### src/rtl/seven_seg_scanner.sv
// seven_seg_scanner: latches a 16-bit value and time-multiplexes it as four
// hex digits on a common-anode 7-segment display. It applies optional
// leading-zero blanking and an anti-ghosting guard interval, and it produces
// a periodic single-cycle clktick enable for the processor core.
module seven_seg_scanner #(
    parameter int SCAN_MAX = 49999,
    parameter int GUARD    = 2,
    parameter int TICK_MAX = 24999999
) (
    input  logic        clk,
    input  logic        rst,
    input  logic [15:0] data_in,
    input  logic        data_we,
    input  logic [3:0]  dp_in,
    input  logic        lz_blank,
    output logic        AN0,
    output logic        AN1,
    output logic        AN2,
    output logic        AN3,
    output logic        CA,
    output logic        CB,
    output logic        CC,
    output logic        CD,
    output logic        CE,
    output logic        CF,
    output logic        CG,
    output logic        CDP,
    output logic        clktick
);

    localparam int PW = (SCAN_MAX > 0) ? $clog2(SCAN_MAX + 1) : 1;
    localparam int TW = (TICK_MAX > 0) ? $clog2(TICK_MAX + 1) : 1;
    localparam logic [PW-1:0] SCAN_LAST = PW'(SCAN_MAX);
    localparam logic [PW-1:0] GUARD_V   = PW'(GUARD);
    localparam logic [TW-1:0] TICK_LAST = TW'(TICK_MAX);

    // Hex font, active-high lit segments packed as {g,f,e,d,c,b,a}
    function automatic logic [6:0] hex_font(input logic [3:0] nib);
        logic [6:0] lit;
        case (nib)
            4'h0:    lit = 7'h3F;
            4'h1:    lit = 7'h06;
            4'h2:    lit = 7'h5B;
            4'h3:    lit = 7'h4F;
            4'h4:    lit = 7'h66;
            4'h5:    lit = 7'h6D;
            4'h6:    lit = 7'h7D;
            4'h7:    lit = 7'h07;
            4'h8:    lit = 7'h7F;
            4'h9:    lit = 7'h6F;
            4'hA:    lit = 7'h77;
            4'hB:    lit = 7'h7C;
            4'hC:    lit = 7'h39;
            4'hD:    lit = 7'h5E;
            4'hE:    lit = 7'h79;
            4'hF:    lit = 7'h71;
            default: lit = 7'h00;
        endcase
        return lit;
    endfunction

    logic [PW-1:0] presc_q, presc_d;
    logic [1:0]    dig_q, dig_d;
    logic [15:0]   val_q, val_d;
    logic [3:0]    dps_q, dps_d;
    logic [TW-1:0] tick_q, tick_d;
    logic [3:0]    an_q, an_d;
    logic [6:0]    seg_q, seg_d;
    logic          cdp_q, cdp_d;
    logic          clktick_q, clktick_d;

    logic [3:0]    nib_s;
    logic          blank_s;
    logic          in_guard_s;
    logic          dp_bit_s;
    logic          z3_s, z2_s, z1_s;

    // Next-state for counters and shadows, plus next output values from current state
    always_comb begin
        presc_d   = presc_q;
        dig_d     = dig_q;
        val_d     = val_q;
        dps_d     = dps_q;
        tick_d    = tick_q;
        an_d      = 4'hF;
        seg_d     = 7'h7F;
        cdp_d     = 1'b1;
        clktick_d = 1'b0;
        nib_s     = 4'h0;
        dp_bit_s  = 1'b0;
        blank_s   = 1'b0;

        // Prescaler wrap advances the digit index
        if (presc_q == SCAN_LAST) begin
            presc_d = '0;
            dig_d   = dig_q + 2'd1;
        end else begin
            presc_d = presc_q + PW'(1);
            dig_d   = dig_q;
        end

        if (data_we) begin
            val_d = data_in;
            dps_d = dp_in;
        end else begin
            val_d = val_q;
            dps_d = dps_q;
        end

        if (tick_q == TICK_LAST) begin
            tick_d    = '0;
            clktick_d = 1'b1;
        end else begin
            tick_d    = tick_q + TW'(1);
            clktick_d = 1'b0;
        end

        z3_s = (val_q[15:12] == 4'h0);
        z2_s = (val_q[11:8]  == 4'h0);
        z1_s = (val_q[7:4]   == 4'h0);

        case (dig_q)
            2'd0:    begin nib_s = val_q[3:0];   dp_bit_s = dps_q[0]; blank_s = 1'b0; end
            2'd1:    begin nib_s = val_q[7:4];   dp_bit_s = dps_q[1]; blank_s = lz_blank && z3_s && z2_s && z1_s; end
            2'd2:    begin nib_s = val_q[11:8];  dp_bit_s = dps_q[2]; blank_s = lz_blank && z3_s && z2_s; end
            2'd3:    begin nib_s = val_q[15:12]; dp_bit_s = dps_q[3]; blank_s = lz_blank && z3_s; end
            default: begin nib_s = 4'h0;         dp_bit_s = 1'b0;     blank_s = 1'b1; end
        endcase

        in_guard_s = (presc_q < GUARD_V);

        if (!in_guard_s && !blank_s) begin
            case (dig_q)
                2'd0:    an_d = 4'b1110;
                2'd1:    an_d = 4'b1101;
                2'd2:    an_d = 4'b1011;
                2'd3:    an_d = 4'b0111;
                default: an_d = 4'b1111;
            endcase
        end else begin
            an_d = 4'b1111;
        end

        // Segments carry the digit pattern even during the guard interval
        if (blank_s) begin
            seg_d = 7'h7F;
            cdp_d = 1'b1;
        end else begin
            seg_d = ~hex_font(nib_s);
            cdp_d = ~dp_bit_s;
        end
    end

    // State and registered outputs; reset forces the display dark and counters to zero
    always_ff @(posedge clk or posedge rst) begin
        if (rst) begin
            presc_q   <= '0;
            dig_q     <= 2'd0;
            val_q     <= 16'h0000;
            dps_q     <= 4'h0;
            tick_q    <= '0;
            an_q      <= 4'hF;
            seg_q     <= 7'h7F;
            cdp_q     <= 1'b1;
            clktick_q <= 1'b0;
        end else begin
            presc_q   <= presc_d;
            dig_q     <= dig_d;
            val_q     <= val_d;
            dps_q     <= dps_d;
            tick_q    <= tick_d;
            an_q      <= an_d;
            seg_q     <= seg_d;
            cdp_q     <= cdp_d;
            clktick_q <= clktick_d;
        end
    end

    assign AN0     = an_q[0];
    assign AN1     = an_q[1];
    assign AN2     = an_q[2];
    assign AN3     = an_q[3];
    assign CA      = seg_q[0];
    assign CB      = seg_q[1];
    assign CC      = seg_q[2];
    assign CD      = seg_q[3];
    assign CE      = seg_q[4];
    assign CF      = seg_q[5];
    assign CG      = seg_q[6];
    assign CDP     = cdp_q;
    assign clktick = clktick_q;

endmodule

### config.mk
export PLATFORM = sky130hd
export DESIGN_NAME = seven_seg_scanner
export DESIGN_NICKNAME = d
export VERILOG_FILES = /design/src/rtl/seven_seg_scanner.sv
export SDC_FILE = /design/constraint.sdc
export NUM_CORES = 1
export LEC_CHECK = 0
export CORE_ASPECT_RATIO = 0.7
export CORE_MARGIN = 4
export CORE_UTILIZATION = 50
export CTS_BUF_LIST = sky130_fd_sc_hd__clkbuf_8
export DETAILED_ROUTE_END_ITERATION = 7
export HOLD_SLACK_MARGIN = 0.08
export PLACE_DENSITY = 0.7
export SYNTH_ARGS = -nofsm -noshare
export SYNTH_HDL_FRONTEND = slang
export SYNTH_SLANG_ARGS = --single-unit
### constraint.sdc
create_clock -name clk -period 2.5 [get_ports clk]
set_input_delay 0.375 -clock clk [delete_from_list [all_inputs] [get_ports clk]]
set_output_delay 0.375 -clock clk [all_outputs]
set_load 0.05 [all_outputs]
* Yosys cells after proc, flatten, opt, wreduce, memory -nomap -nowiden
Memory sizes are Yosys's and may differ from the RTL's. Cells that the tools add are included.
Storage, ports and cells: input port bits 24, output and inout port bits 13, logic and storage cells 42, flip-flop bits (word level) 76, memories kept 1, memory bits (read-only) 112
Memory list:
- (no name shown) | words 16, width 7, rd ports 1, clocked after memory_dff 0, wr ports 0, line 40 | case (nib)
Operators by class: mux-type cells 11, order comparisons 1, eq/ne operators 5, reduce and logical (&&, ||, !) cells 10, add/sub/neg operators 3, bitwise operators 2
Operator list (number):
- 4-bit case mux with 4 select lines | 2
- 25-bit by 1-bit adder with 25-bit output (second input constant) | 1
- 25-bit == test (second input constant) | 1
- 25-bit two-way mux | 1
- 16-bit by 1-bit adder with 16-bit output (second input constant) | 1
- 16-bit == test (second input constant) | 1
- 16-bit by 2-bit < comparator with 1-bit output (second input constant) | 1
- 16-bit two-way mux | 1
- 7-bit two-way mux | 2
- 4-bit zero test | 3
- 1-bit case mux with 4 select lines | 2
- 7-bit NOT | 1
- 2-bit == test (second input constant) | 2
- 1-bit logical AND | 4
- 4-bit two-way mux | 1
- 2-bit by 1-bit adder with 2-bit output (second input constant) | 1
- 2-bit by 1-bit == test with 1-bit output (second input constant) | 1
- 1-bit zero test | 2
- 2-bit zero test | 1
- 1-bit two-way mux | 2
- 1-bit NOT | 1

* Logic depth before layout (Yosys ltp)
word-level depth 8, gate-level depth with buffers 10, gate-level depth less buffers 9

* Least setup slack after synthesis
OpenSTA, ideal clock, no wires.
path kind register to register, from register dig_q[0], to register seg_q[3], clock period less this slack 2350 ps, stages on the path, launching flop included 11, slack 150 ps, library setup time 66 ps, required time 2434 ps, path buffers 1, arrival time 2284 ps, path through dfrtp_1 -> inv_1 -> ha_1 -> clkbuf_1 -> a21oi_1 -> a21oi_1 -> inv_1 -> ha_1 -> nand2_1 -> a32o_1 -> nand2_1
On the way: longest elaborated chain between the ends 6, elaborated cells on any way between the ends 10, those cells by class eq/ne (3); mux (4); bitwise (1); reduce/logical (1); memory (1)
RTL lines:
- from (decl) | line 63 | logic [1:0] dig_q, dig_d;
- from (signal assigned) | line 168 | dig_q <= dig_d;
- 2-bit == test, or another cell as far along | line 122 | case (dig_q)
- 4-bit case mux with 4 select lines | line 122
- memory read 16 x 7 bit
- 7-bit two-way mux | line 145 | if (blank_s) begin
- 7-bit NOT | line 149 | seg_d = ~hex_font(nib_s);
- 7-bit two-way mux (*) | line 145
- named net seg_d[3] | line 68 | logic [6:0] seg_q, seg_d;
- to (signal assigned) | line 173 | seg_q <= seg_d;
- to (decl) | line 68
The timed path passes the listed nets; every way through them passes the cells marked *. The select of a mux whose other input is x is not followed. A chain may end at the register's enable or synchronous reset.

* Worst setup path in the final report
from register dig_q[0], to register seg_q[5]
The elaborated chain is that of the path after synthesis.

==> impl_results.md <==
* P&R area growth vs syn at 18.6%
* Clock power frac at 0.340
* Avg Inst Size Synth at 11.2 sq um
* Fin crit share at 0.885
* Chip Width at 109 um
* Drt drc at 0
* Ports at 37
* Initial DRT Pass Iterations at 5
* Clock transition at path regs at 0.08 ns
* Hold_buf cts at 0
* Antenna diode count at 0
* Starting Density at 0.522
* Syn. warnings at 0
* Total routed wirelength at 6790 um
* Pre-CTS setup slack at 0.211 ns
* RSZ-0062 raised after global routing: no
* Syn nets at 356
* CP max FO at 8
* Smallest setup slack after layout at 0.288 ns
* Initial antenna violation count at 0
* Reg-to-reg slack, setup at 0.29 ns
* Number of global-route vias before repair at 2381
* First-pass GRT wire length at 11900 um
* Internal at 1.80 mW
* Finished Cell Area at 4240 sq um
* Setup TNS at 0 ns
* Nets at 399
* Slew Limit Fails at 0
* Main flop type after synthesis: dfrtp_1
* GP Congestion at 0.876
* Drt wl/cell at 14.7 um
* Pin count of the biggest net entering global routing at 77
* Aggregate global routing overflow at 0
* Startpoint Class: flip-flop
* Max transition margin at 0.601
* Arrival time worst endpoint at 2.48 ns
* Layout cell share with drive strength beyond 1 at 0.152
* Net Sw Power at 641 uW
* Total Routing Usage GR at 0.179
* Seq/Total Area, Yosys at 0.536
* Tmin final at 2.21 ns
* Fmax at 452 MHz
* Port Buffer Count at 36
* Placed cell count at 446
* Sw Share at 0.262
* Worst EP required at 2.77 ns
* Synth Register Bits at 76
* Final hold viol count at 0
* Post-synth ARST share at 1.00
* Critical path class: flip-flop to flip-flop
* Max-capacitance violation count at 0
* Critical path capture point type: flip-flop
* Logic pwr share at 0.119
* Setup bufs post-CTS at 0
* Die area at 8600 sq um
* Peak supply drop at 0.383 mV
* Final Non-Filler Cells at 462
* Leak at 1.91 nW
* Die height at 78.8 um
* Initial DRC count at 118
* Clock Sink Count at 76
* Core area at 6850 sq um
* Final setup violation count at 0
* Worst-case clock buffer depth at 2
* Tightest Pin Transition at 0.581 ns
* Root Driver: clkbuf_8
* Vias/cell at 5.30
* Post-Synthesis Cells at 320
* Worst min path class: input port to async pin
* Flop pwr share at 0.541
* Detailed-route via count at 2449
* Total power per unit cell area at 576 nW/um^2
* DP Area at 4060 sq um
* CTS tree: yes
* # rows at 25
* H-tree depth at 3
* Final Skew at 0.0115 ns
* Post-DRT Antenna Nets at 0
* Count of cell types in the netlist at 38
* DPL Wire Length at 4750 um
* Clk_lat worst skew at 0.35 ns
* Outcome: finished clean
* EDFF count, synth at 0
* Cell Area, Synth at 3580 sq um
* CTS buffer count at 9
==> synth_stat cells, drive strengths merged (7+ instances only) <==
cell type	count	area, sq um
nand4	8	50.1
nand2	28	105
mux2	19	214
and2	7	43.8
a21oi	7	35.0
dfstp	12	315
xor2	22	193
nand3	20	100
inv	9	33.8
nor2	29	125
and4	7	61.3
dfrtp	64	1600
ha	12	150
and3	8	50.1
clkbuf	8	30.0
xnor2	15	131
==> sequential cells by signal, summed over array words and instances (netlist names) <==
signal,flops
tick_q,25
presc_q,16
val_q,16
seg_q,7
an_q,4
dps_q,4
dig_q,2
CDP,1
clktick,1
==> power by group through the flow <==
| stage | sequential [mW] | combinational, mW | clock, mW |
|---|---|---|---|
| 4_1_cts | 1.32 | 0.295 | 0.868 |
| 6_report | 1.32 | 0.291 | 0.831 |
| 3_5_place_dp | 1.34 | 0.294 | 0 |
| 3_3_place_gp | 1.34 | 0.290 | 0 |
| 5_1_grt | 1.33 | 0.319 | 0.924 |
| 2_1_floorplan | 1.41 | 0.117 | 0 |
==> worst max-delay path, cell delays in order (launching register included) <==
cell	delay, ns
dfrtp_1	0.40
ha_1	0.30
a222oi_1	0.56
mux2i_1	0.34
and2_1	0.26
o21ai_0	0.16
o211ai_1	0.11
==> area by class of cell <==
| class | count | area [sq um] |
|---|---|---|
| Timing Repair Buffer | 41 | 410 |
| Multi-Input combinational cell | 226 | 1590 |
| Clock inverter | 6 | 42.5 |
| Fill cell | 559 | 2610 |
| Sequential cell | 76 | 1920 |
| Inverter | 9 | 33.8 |
| Tap cell | 94 | 118 |
| Clock buffer | 10 | 138 |
==> repair_timing <==
action,CTS,global route
setup endpoints to repair,0,3
gates resized for setup,0,1
hold endpoints to repair,0,0
==> logic make-up (layout without fill, tap and decap cells) <==
kind of cell,count (synthesis),after routing,synth area share
AND/OR/NAND/NOR,126,126,0.186
flip-flops,76,76,0.536
XOR/XNOR,37,37,0.0906
AO/OA/AOI/OAI,30,30,0.0587
multiplexers,21,21,0.0654
buffers and inverters,18,66,0.0220
adder cells (fa/ha/maj),12,12,0.0420
==> layer usage <==
layer	track usage	part of all wire	vias up
li1	-	-	1209
met1	0.273	0.50	1172
met2	0.237	0.44	56
met3	0.0544	0.049	12
met4	0.0643	0.015	0
met5	0	0	-
==> worst paths after layout <==
check	from	end	depth (start not counted)
worst max-delay path	dig_q[0]	seg_q[5]	6
worst min-delay path	rst	tick_q[2]	3
worst max register to register	dig_q[0]	seg_q[5]	6
worst min register to register	presc_q[0]	presc_q[0]	1
max in group asynchronous	rst	CDP	3
min in group clk	presc_q[0]	presc_q[0]	1
==> placed cells by master, fill, tap and decap left out, types with 2 or more instances in the layout <==
cell and n:
a32o_1 2, nand2_1 28, and2_1 7, buf_4 4, and4_1 7, mux2i_1 2
dfrtp_1 64, clkinvlp_4 4, mux2_2 19, dfstp_2 12, xnor2_1 15, o211ai_1 5
nand3_1 20, clkbuf_8 10, xor2_1 22, a22oi_1 2, nor2b_1 3, ha_1 11
nor2_1 28, and3_1 8, nor3_1 4, clkdlybuf4s50_1 36, a21oi_1 7, a222oi_1 3
nand4_1 8, nor4_1 6, inv_1 9, o21ai_0 6
==> metrics by stage <==
step           hold slack, ns  utilization  power, mW
5_1_grt                 0.430        0.620       2.57
6_report                0.411        0.620       2.44
4_1_cts                 0.424        0.619       2.48
3_5_place_dp            0.454        0.593       1.64
2_1_floorplan           0.425            -       1.52
3_3_place_gp            0.449        0.593       1.63
Note: power is estimated with default switching activity, not from simulation.
